===== src/rtl/oc8051_su_gate.sv =====
// oc8051_su_gate: supervisor call gate with shadow return stack, emitting registered enter/leave SU pulses.
// Events are registered on capture and acted on one edge later, so results appear after the second edge.
module oc8051_su_gate #(
  parameter logic [15:0] SU_BASE = 16'hF000,
  parameter logic [15:0] SU_TOP = 16'hFFFF,
  parameter int ENTRY_ALIGN = 4,
  parameter int STACK_DEPTH = 8
) (
  input  logic        clk,
  input  logic        rst,
  input  logic        call_valid,
  input  logic [15:0] call_src,
  input  logic [15:0] call_target,
  input  logic [15:0] call_ret,
  input  logic        ret_valid,
  input  logic [15:0] ret_src,
  input  logic [15:0] ret_addr,
  input  logic        viol_clr,
  output logic        enter_su_mode,
  output logic        leave_su_mode,
  output logic [3:0]  su_depth,
  output logic        busy,
  output logic        violation,
  output logic [2:0]  viol_code
);
  localparam logic [3:0] DMAX = 4'(STACK_DEPTH);
  localparam logic [15:0] AMASK = 16'((1 << ENTRY_ALIGN) - 1);
  typedef enum logic [1:0] {RUN, FLUSH, LOCKED} state_t;
  state_t state_q, state_d;
  logic cv_q, rv_q, clr_q, clr_now, push;
  logic [15:0] cs_q, ct_q, cr_q, rs_q, ra_q, top;
  logic [15:0] stk_q [8];
  logic [3:0] depth_q, depth_d;
  logic enter_q, enter_d, leave_q, leave_d, viol_q;
  logic [2:0] code_q, vcode;
  // Offset compare avoids a degenerate compare against the 16-bit maximum.
  function automatic logic in_su(input logic [15:0] a);
    return 16'(a - SU_BASE) <= 16'(SU_TOP - SU_BASE);
  endfunction
  assign top = stk_q[3'(depth_q - 4'd1)];
  assign clr_now = state_q == LOCKED && clr_q;
  always_comb begin
    state_d = state_q;
    depth_d = depth_q;
    enter_d = 1'b0;
    leave_d = 1'b0;
    push = 1'b0;
    vcode = 3'd0;
    case (state_q)
      RUN: begin
        if (cv_q && rv_q) vcode = 3'd5;
        else if (cv_q && !in_su(cs_q) && in_su(ct_q)) begin
          if ((ct_q & AMASK) != 16'd0) vcode = 3'd1;
          else if (depth_q == DMAX) vcode = 3'd2;
          else begin
            push = 1'b1;
            depth_d = depth_q + 4'd1;
            enter_d = 1'b1;
          end
        end else if (rv_q) begin
          if (depth_q != 4'd0 && ra_q == top && in_su(rs_q)) begin
            depth_d = depth_q - 4'd1;
            leave_d = 1'b1;
          end else if (!in_su(rs_q) && in_su(ra_q) && depth_q == 4'd0) vcode = 3'd3;
          else if (in_su(rs_q) && !in_su(ra_q)) vcode = 3'd4;
        end
        if (vcode != 3'd0) state_d = depth_q != 4'd0 ? FLUSH : LOCKED;
      end
      FLUSH: begin
        if (depth_q != 4'd0) begin
          leave_d = 1'b1;
          depth_d = depth_q - 4'd1;
        end else state_d = LOCKED;
      end
      default: state_d = clr_q ? RUN : state_q;
    endcase
  end
  always_ff @(posedge clk) begin
    if (rst) begin
      state_q <= RUN;
      depth_q <= 4'd0;
      enter_q <= 1'b0;
      leave_q <= 1'b0;
      viol_q <= 1'b0;
      code_q <= 3'd0;
      cv_q <= 1'b0;
      rv_q <= 1'b0;
      clr_q <= 1'b0;
    end else begin
      state_q <= state_d;
      depth_q <= depth_d;
      enter_q <= enter_d;
      leave_q <= leave_d;
      cv_q <= call_valid;
      rv_q <= ret_valid;
      clr_q <= viol_clr;
      viol_q <= clr_now ? 1'b0 : viol_q | (vcode != 3'd0);
      code_q <= clr_now ? 3'd0 : (viol_q || vcode == 3'd0) ? code_q : vcode;
    end
  end
  always_ff @(posedge clk) begin
    cs_q <= call_src;
    ct_q <= call_target;
    cr_q <= call_ret;
    rs_q <= ret_src;
    ra_q <= ret_addr;
    if (push) stk_q[depth_q[2:0]] <= cr_q;
  end
  assign enter_su_mode = enter_q;
  assign leave_su_mode = leave_q;
  assign su_depth = depth_q;
  assign busy = state_q == FLUSH;
  assign violation = viol_q;
  assign viol_code = code_q;
endmodule


===== config.mk =====
export PLATFORM = sky130hd
export DESIGN_NAME = oc8051_su_gate
export DESIGN_NICKNAME = d
export VERILOG_FILES = /design/src/rtl/oc8051_su_gate.sv
export SDC_FILE = /design/constraint.sdc
export NUM_CORES = 1
export LEC_CHECK = 0
export ABC_CLOCK_PERIOD_IN_PS = 6290
export CAP_MARGIN = 20
export CELL_PAD_IN_SITES_DETAIL_PLACEMENT = 1
export CELL_PAD_IN_SITES_GLOBAL_PLACEMENT = 2
export CORE_ASPECT_RATIO = 1.2
export CORE_MARGIN = 2
export CORE_UTILIZATION = 40
export DETAILED_ROUTE_END_ITERATION = 7
export PLACE_DENSITY_LB_ADDON = 0.1
export SLEW_MARGIN = 20
export SYNTH_ARGS = -nofsm -noshare
export SYNTH_HDL_FRONTEND = slang
export SYNTH_SLANG_ARGS = --single-unit

===== constraint.sdc =====
create_clock -name clk -period 6.29 [get_ports clk]
set_input_delay 1.258 -clock clk [delete_from_list [all_inputs] [get_ports clk]]
set_output_delay 1.258 -clock clk [all_outputs]
set_load 0.02 [all_outputs]

* Word-level counts from Yosys, hierarchy flattened *
Memory sizes are Yosys's and may differ from the RTL's.
Index checks and enable logic that the tools add are counted.

storage, ports and cells
  RAM bits = 128
  memories = 1
  flip-flop bits (word level) = 95
  output and inout port bits = 11

memories
  name   depth  width  rd ports  clocked after Yosys merged registers in  write ports  RTL line  RTL
  stk_q  8      16     1         0                                        1            32        logic [15:0] stk_q [8];

cells by class
  reductions and logical operators = 25
  equality and inequality tests = 12
  add/sub/neg operators = 6
  muxes and demuxes = 36
  magnitude comparators = 4
  bitwise gates (word level) = 1

operator list
  cell                                                               count
  less-or-equal comparator 16 x 12 -> 1 bit (second input constant)  4
  subtractor 16 bit (second input constant)                          4
  2-to-1 mux 4 bit                                                   7
  2-to-1 mux 3 bit                                                   8
  equality test 16 bit                                               1
  nonzero test 16 bit                                                1
  2-to-1 mux 1 bit                                                   12
  2-to-1 mux 2 bit                                                   6
  inequality test 3 bit (second input constant)                      4
  logical AND 1 bit                                                  9
  nonzero test 3 bit                                                 3
  one-hot mux 4 bit (2 select lines)                                 1
  AND reduction 7 bit                                                1
  inequality test 2 bit (second input constant)                      3
  adder 4 x 1 -> 4 bit (second input constant)                       1
  equality test 4 bit (second input constant)                        1
  logical NOT 4 bit                                                  1
  one-hot mux 2 bit (2 select lines)                                 1
  nonzero test 4 bit                                                 1
  subtractor 4 x 1 -> 4 bit (second input constant)                  1
  logical NOT 1 bit                                                  3
  logical NOT 3 bit                                                  1
  AND reduction 3 bit                                                1
  equality test 2 x 1 -> 1 bit (second input constant)               1
  8 further kinds                                                    8

* Depth between registers and ports, before layout *
  word-level depth = 14
  gate-level depth with buffers = 15
  mapped depth without buffers = 11

* Worst setup path before layout *
Ideal clock, no wire load.

  path type = reg-to-reg
  start point = register depth_q[0] (netlist: su_depth[0])
  end point = register state_q[0]
  data arrival time = 3.708 ns
  data required time = 6.173 ns
  stages on the path, launching flop included = 14
  path slack = 2.465 ns
  cells stage by stage = dfxtp_1 -> buf_6 -> buf_6 -> inv_2 -> ha_1 -> xor2_2 -> mux4_2 -> xor2_1 -> a2111oi_1 -> nand3_2 -> nor4_4 -> or2_1 -> nand3_2 -> a32o_1

on the way
  longest elaborated chain between the ends = 13
  elaborated cells on any way between the ends = 24

ends and longest elaborated chain
  item                             RTL line  RTL
  start, declared                  33        logic [3:0] depth_q, depth_d;
  start signal, assigned           91        depth_q <= depth_d;
  subtractor 4 x 1 -> 4 bit        --
  memory (8 x 16 bit)              --
  equality test 16 bit             61        if (depth_q != 4'd0 && ra_q == top && in_su(rs_q)) begin
  logical AND 1 bit (2 in series)  61
  2-to-1 mux 3 bit                 61
  2-to-1 mux 3 bit                 60        end else if (rv_q) begin
  2-to-1 mux 3 bit                 52        else if (cv_q && !in_su(cs_q) && in_su(ct_q)) begin
  2-to-1 mux 3 bit                 51        if (cv_q && rv_q) vcode = 3'd5;
  2-to-1 mux 3 bit                 49        case (state_q)
  nonzero test 3 bit               67        if (vcode != 3'd0) state_d = depth_q != 4'd0 ? FLUSH : LOCKED;
  inequality test 2 bit (no line)  --
  AND reduction 3 bit (no line)    --
  end signal, assigned             90        state_q <= state_d;
  end, declared                    29        state_t state_q, state_d;

Several ways; a longest one is shown, not always the timed one. The select of a mux whose other input is x is not followed.
A chain may end at the register's enable or synchronous reset.

* Final worst setup path *
  start point = register depth_q[1] (netlist: su_depth[1])
  end point = register state_q[0]

The elaborated chain is that of the path after synthesis.

==> results.sh <==
export IMPL_ys_ff_latch=191
export IMPL_start_util=0.410
export IMPL_rsz0062_at_grt="false"
export IMPL_holdWs_ns=0.518
export IMPL_setup_viol=0
export IMPL_netlist_instances=433
export IMPL_seqPwrFrac=0.554
export IMPL_hold_class="reg -> reg"
export IMPL_final_max_slew_viol_count=0
export IMPL_path_buf_inv=2
export IMPL_arrival_ns=4.66
export IMPL_grt_pass1_wl_um=24300
export IMPL_worstSetupEndpointType="flip-flop"
export IMPL_die_h_um=151
export IMPL_netlist_cell_type_count=63
export IMPL_slew_headroom=0.288
export IMPL_path_class="reg -> reg"
export IMPL_grt_max_degree=41
export IMPL_cts_setup_buffers=0
export IMPL_p_sw_frac=0.213
export IMPL_post_route_period_util=0.689
export IMPL_synth_area_leaders="edfxtp_1, dfxtp_1, mux4_2, mux4_1, mux2i_1"
export IMPL_drtIter0Drc=195
export IMPL_crit_path_max_fanout=17
export IMPL_fin_skew_ns=0.0104
export IMPL_synth_top_area_frac=0.534
export IMPL_vias=4003
export IMPL_critPathLaunchType="flip-flop"
export IMPL_cts_tree="done"
export IMPL_p_leak_nw=2.92
export IMPL_antenna_cells=0
export IMPL_yosysTopAreaCell="edfxtp_1"
export IMPL_coreArea_um2=17600
export IMPL_setup_ws_ns=1.95
export IMPL_netSwitchingPower_mw=0.529
export IMPL_ctsRootBufferMaster="clkbuf_16"
export IMPL_overflow=0
export IMPL_die_w_um=126
export IMPL_drt_wirelength_per_cell_um=21.4
export IMPL_hold_buffers=0
export IMPL_yosysWarnings=0
export IMPL_numCtsBuffers=17
export IMPL_die_area_um2=19100
export IMPL_final_cell_mix="edfxtp_1, clkdlybuf4s50_1, dfxtp_1"
export IMPL_firstDrtPassIters=4
export IMPL_fin_nets=600
export IMPL_hold_viol=0
export IMPL_syn_avg_cell_area_um2=16.6
export IMPL_ys_seq_area_frac=0.709
export IMPL_cp_cell_sequence="inv_1, ha_1, xor2_2, buf_4, mux4_1, xor2_1, o21ai_0, o2111ai_1, nor4_4, or2_1, nand3_2, a32o_1"
export IMPL_nFillCells=1669
export IMPL_path_clk_slew_ns=0.07
export IMPL_syn_area_um2=7200
export IMPL_cts_max_path_buffers=2
export IMPL_finalWeightedCongestion=0.751
export IMPL_critical_path_required_ns=6.61
export IMPL_timing_fmax_ghz=0.231
export IMPL_synth_flop_cell="edfxtp_1"
export IMPL_insertion_delay_ns=0.44
export IMPL_wl_met3_um=517
export IMPL_slowest_stage="xor2_2"
export IMPL_synth_edf_count=128
export IMPL_wl_met2_um=8380
export IMPL_period_minus_slack_ns=4.34
export IMPL_clock_sinks=191
export IMPL_p_total_mw=2.49
export IMPL_drive_above_1_share=0.152
export IMPL_antenna_found_initial=0
export IMPL_pwr_share_clk=0.415
export IMPL_syn_nets=520
export IMPL_internal_power_mw=1.96
export IMPL_status="finished, final reports clean"
export IMPL_htree_levels=4
export IMPL_place_ws_ns=1.95
export IMPL_routed_wl_um=15900
export IMPL_dp_hpwl_um=10800
export IMPL_combinationalPowerShare=0.031
export IMPL_mostFrequentLayoutCell="edfxtp_1"
export IMPL_tightest_slew_ns=1.06
export IMPL_num_rows=53
export IMPL_power_density_nw_per_um2=286
export IMPL_boundaryPins=96
export IMPL_avgViaCountPerCell=5.37
export IMPL_wl_met1_um=6780
export IMPL_ctsResizeCount=0
export IMPL_path_delay_family="XOR/XNOR gates"
export IMPL_ir_drop_v=0.000177
export IMPL_ant_nets=0
export IMPL_fin_setup_tns_ns=0
export IMPL_grt_pass1_vias=4138
export IMPL_port_buffers=63
export IMPL_grt_usage=0.175
export IMPL_cap_viol_max_count=0
export IMPL_synthToLayoutAreaGrowth_pct=20.5
export IMPL_top_layer="met4"
export IMPL_slowest_delay_ns=0.71
export IMPL_synth_async_reset_ratio=0
export IMPL_drc=0
[sequential cells by signal, summed over array words and instances (netlist names)]
signal and flops:
leave_su_mode 1, viol_code 3, clr_q 1, ct_q 8, cv_q 1, violation 1
rs_q 4, rv_q 1, enter_su_mode 1, su_depth 4, stk_q 128, ra_q 16
cr_q 16, state_q 2, cs_q 4
[area by class of cell]
class	count	area (µm²)	area share
repair buffers	75	721	0.0830
flip-flops and latches	191	5110	0.588
clock buffers	18	429	0.0495
inverters	9	33.8	0.00389
well taps	220	275	0.0317
clock inverters	14	133	0.0153
multi-input cells	219	1980	0.228
[power groups by stage]
stage                     Clock, mW  Sequential (mW)  Combinational (mW)
after detailed placement          0             1.41              0.0791
after global placement            0             1.40              0.0779
after floorplan                   0             1.40              0.0320
after CTS                      1.06             1.38              0.0797
after global routing           1.11             1.38              0.0851
final                          1.03             1.38              0.0783
[layer usage]
metal  global-route usage  vias to the layer above
met1                0.213                     2069
li1                     -                     1832
met2                0.307                       84
met5                    0                        -
met4               0.0687                        0
met3               0.0353                       18
[metrics by stage]
| step | std cells | util | instance area, µm² |
|---|---|---|---|
| after global routing | 746 | 0.494 | 8680 |
| after floorplan | 433 | - | 7200 |
| after detailed placement | 714 | 0.462 | 8110 |
| final | 746 | 0.494 | 8680 |
| after global placement | 714 | 0.462 | 8110 |
| after CTS | 746 | 0.494 | 8680 |
[final timing paths]
kind / startpoint / endpoint / slack, ns / cells past startpoint
worst min-delay path: viol_code[1] / viol_code[1] / 0.52 / 2
worst max register to register: su_depth[1] / state_q[0] / 1.95 / 12
worst min register to register: viol_code[1] / viol_code[1] / 0.52 / 2
worst max-delay path: su_depth[1] / state_q[0] / 1.95 / 12
[worst reg2reg max path: stages (launching register included)]
cell and delay (ns):
dfxtp_1 0.53, inv_1 0.11, ha_1 0.29, xor2_2 0.71
buf_4 0.35, mux4_1 0.59, xor2_1 0.16, o21ai_0 0.15
o2111ai_1 0.29, nor4_4 0.49, or2_1 0.20, nand3_2 0.10
a32o_1 0.26
[synthesized netlist by cell type (3+ instances only)]
cell	count
dfxtp_1	63
mux2i_1	14
nand4_1	5
mux4_2	17
a211oi_1	3
xnor2_1	13
inv_1	8
a31o_2	3
and2_1	3
nor3_1	6
edfxtp_1	128
nand3b_1	4
o21ai_0	8
a21oi_1	10
and3_1	3
nand2b_1	3
mux4_1	9
nor2_1	27
clkbuf_1	5
xor2_1	10
buf_6	4
nand2_1	19
nand3_1	8
nor2b_1	5
nor3b_1	5
[kinds of logic after synthesis]
kind of cell	synth area share
flip-flops	0.709
multiplexers	0.109
XOR/XNOR	0.0302
buffers and inverters	0.0176
AO/OA/AOI/OAI	0.0504
adder cells (fa/ha/maj)	0.00348
AND/OR/NAND/NOR	0.0806
No activity file was read; power rests on OpenSTA's default activity.
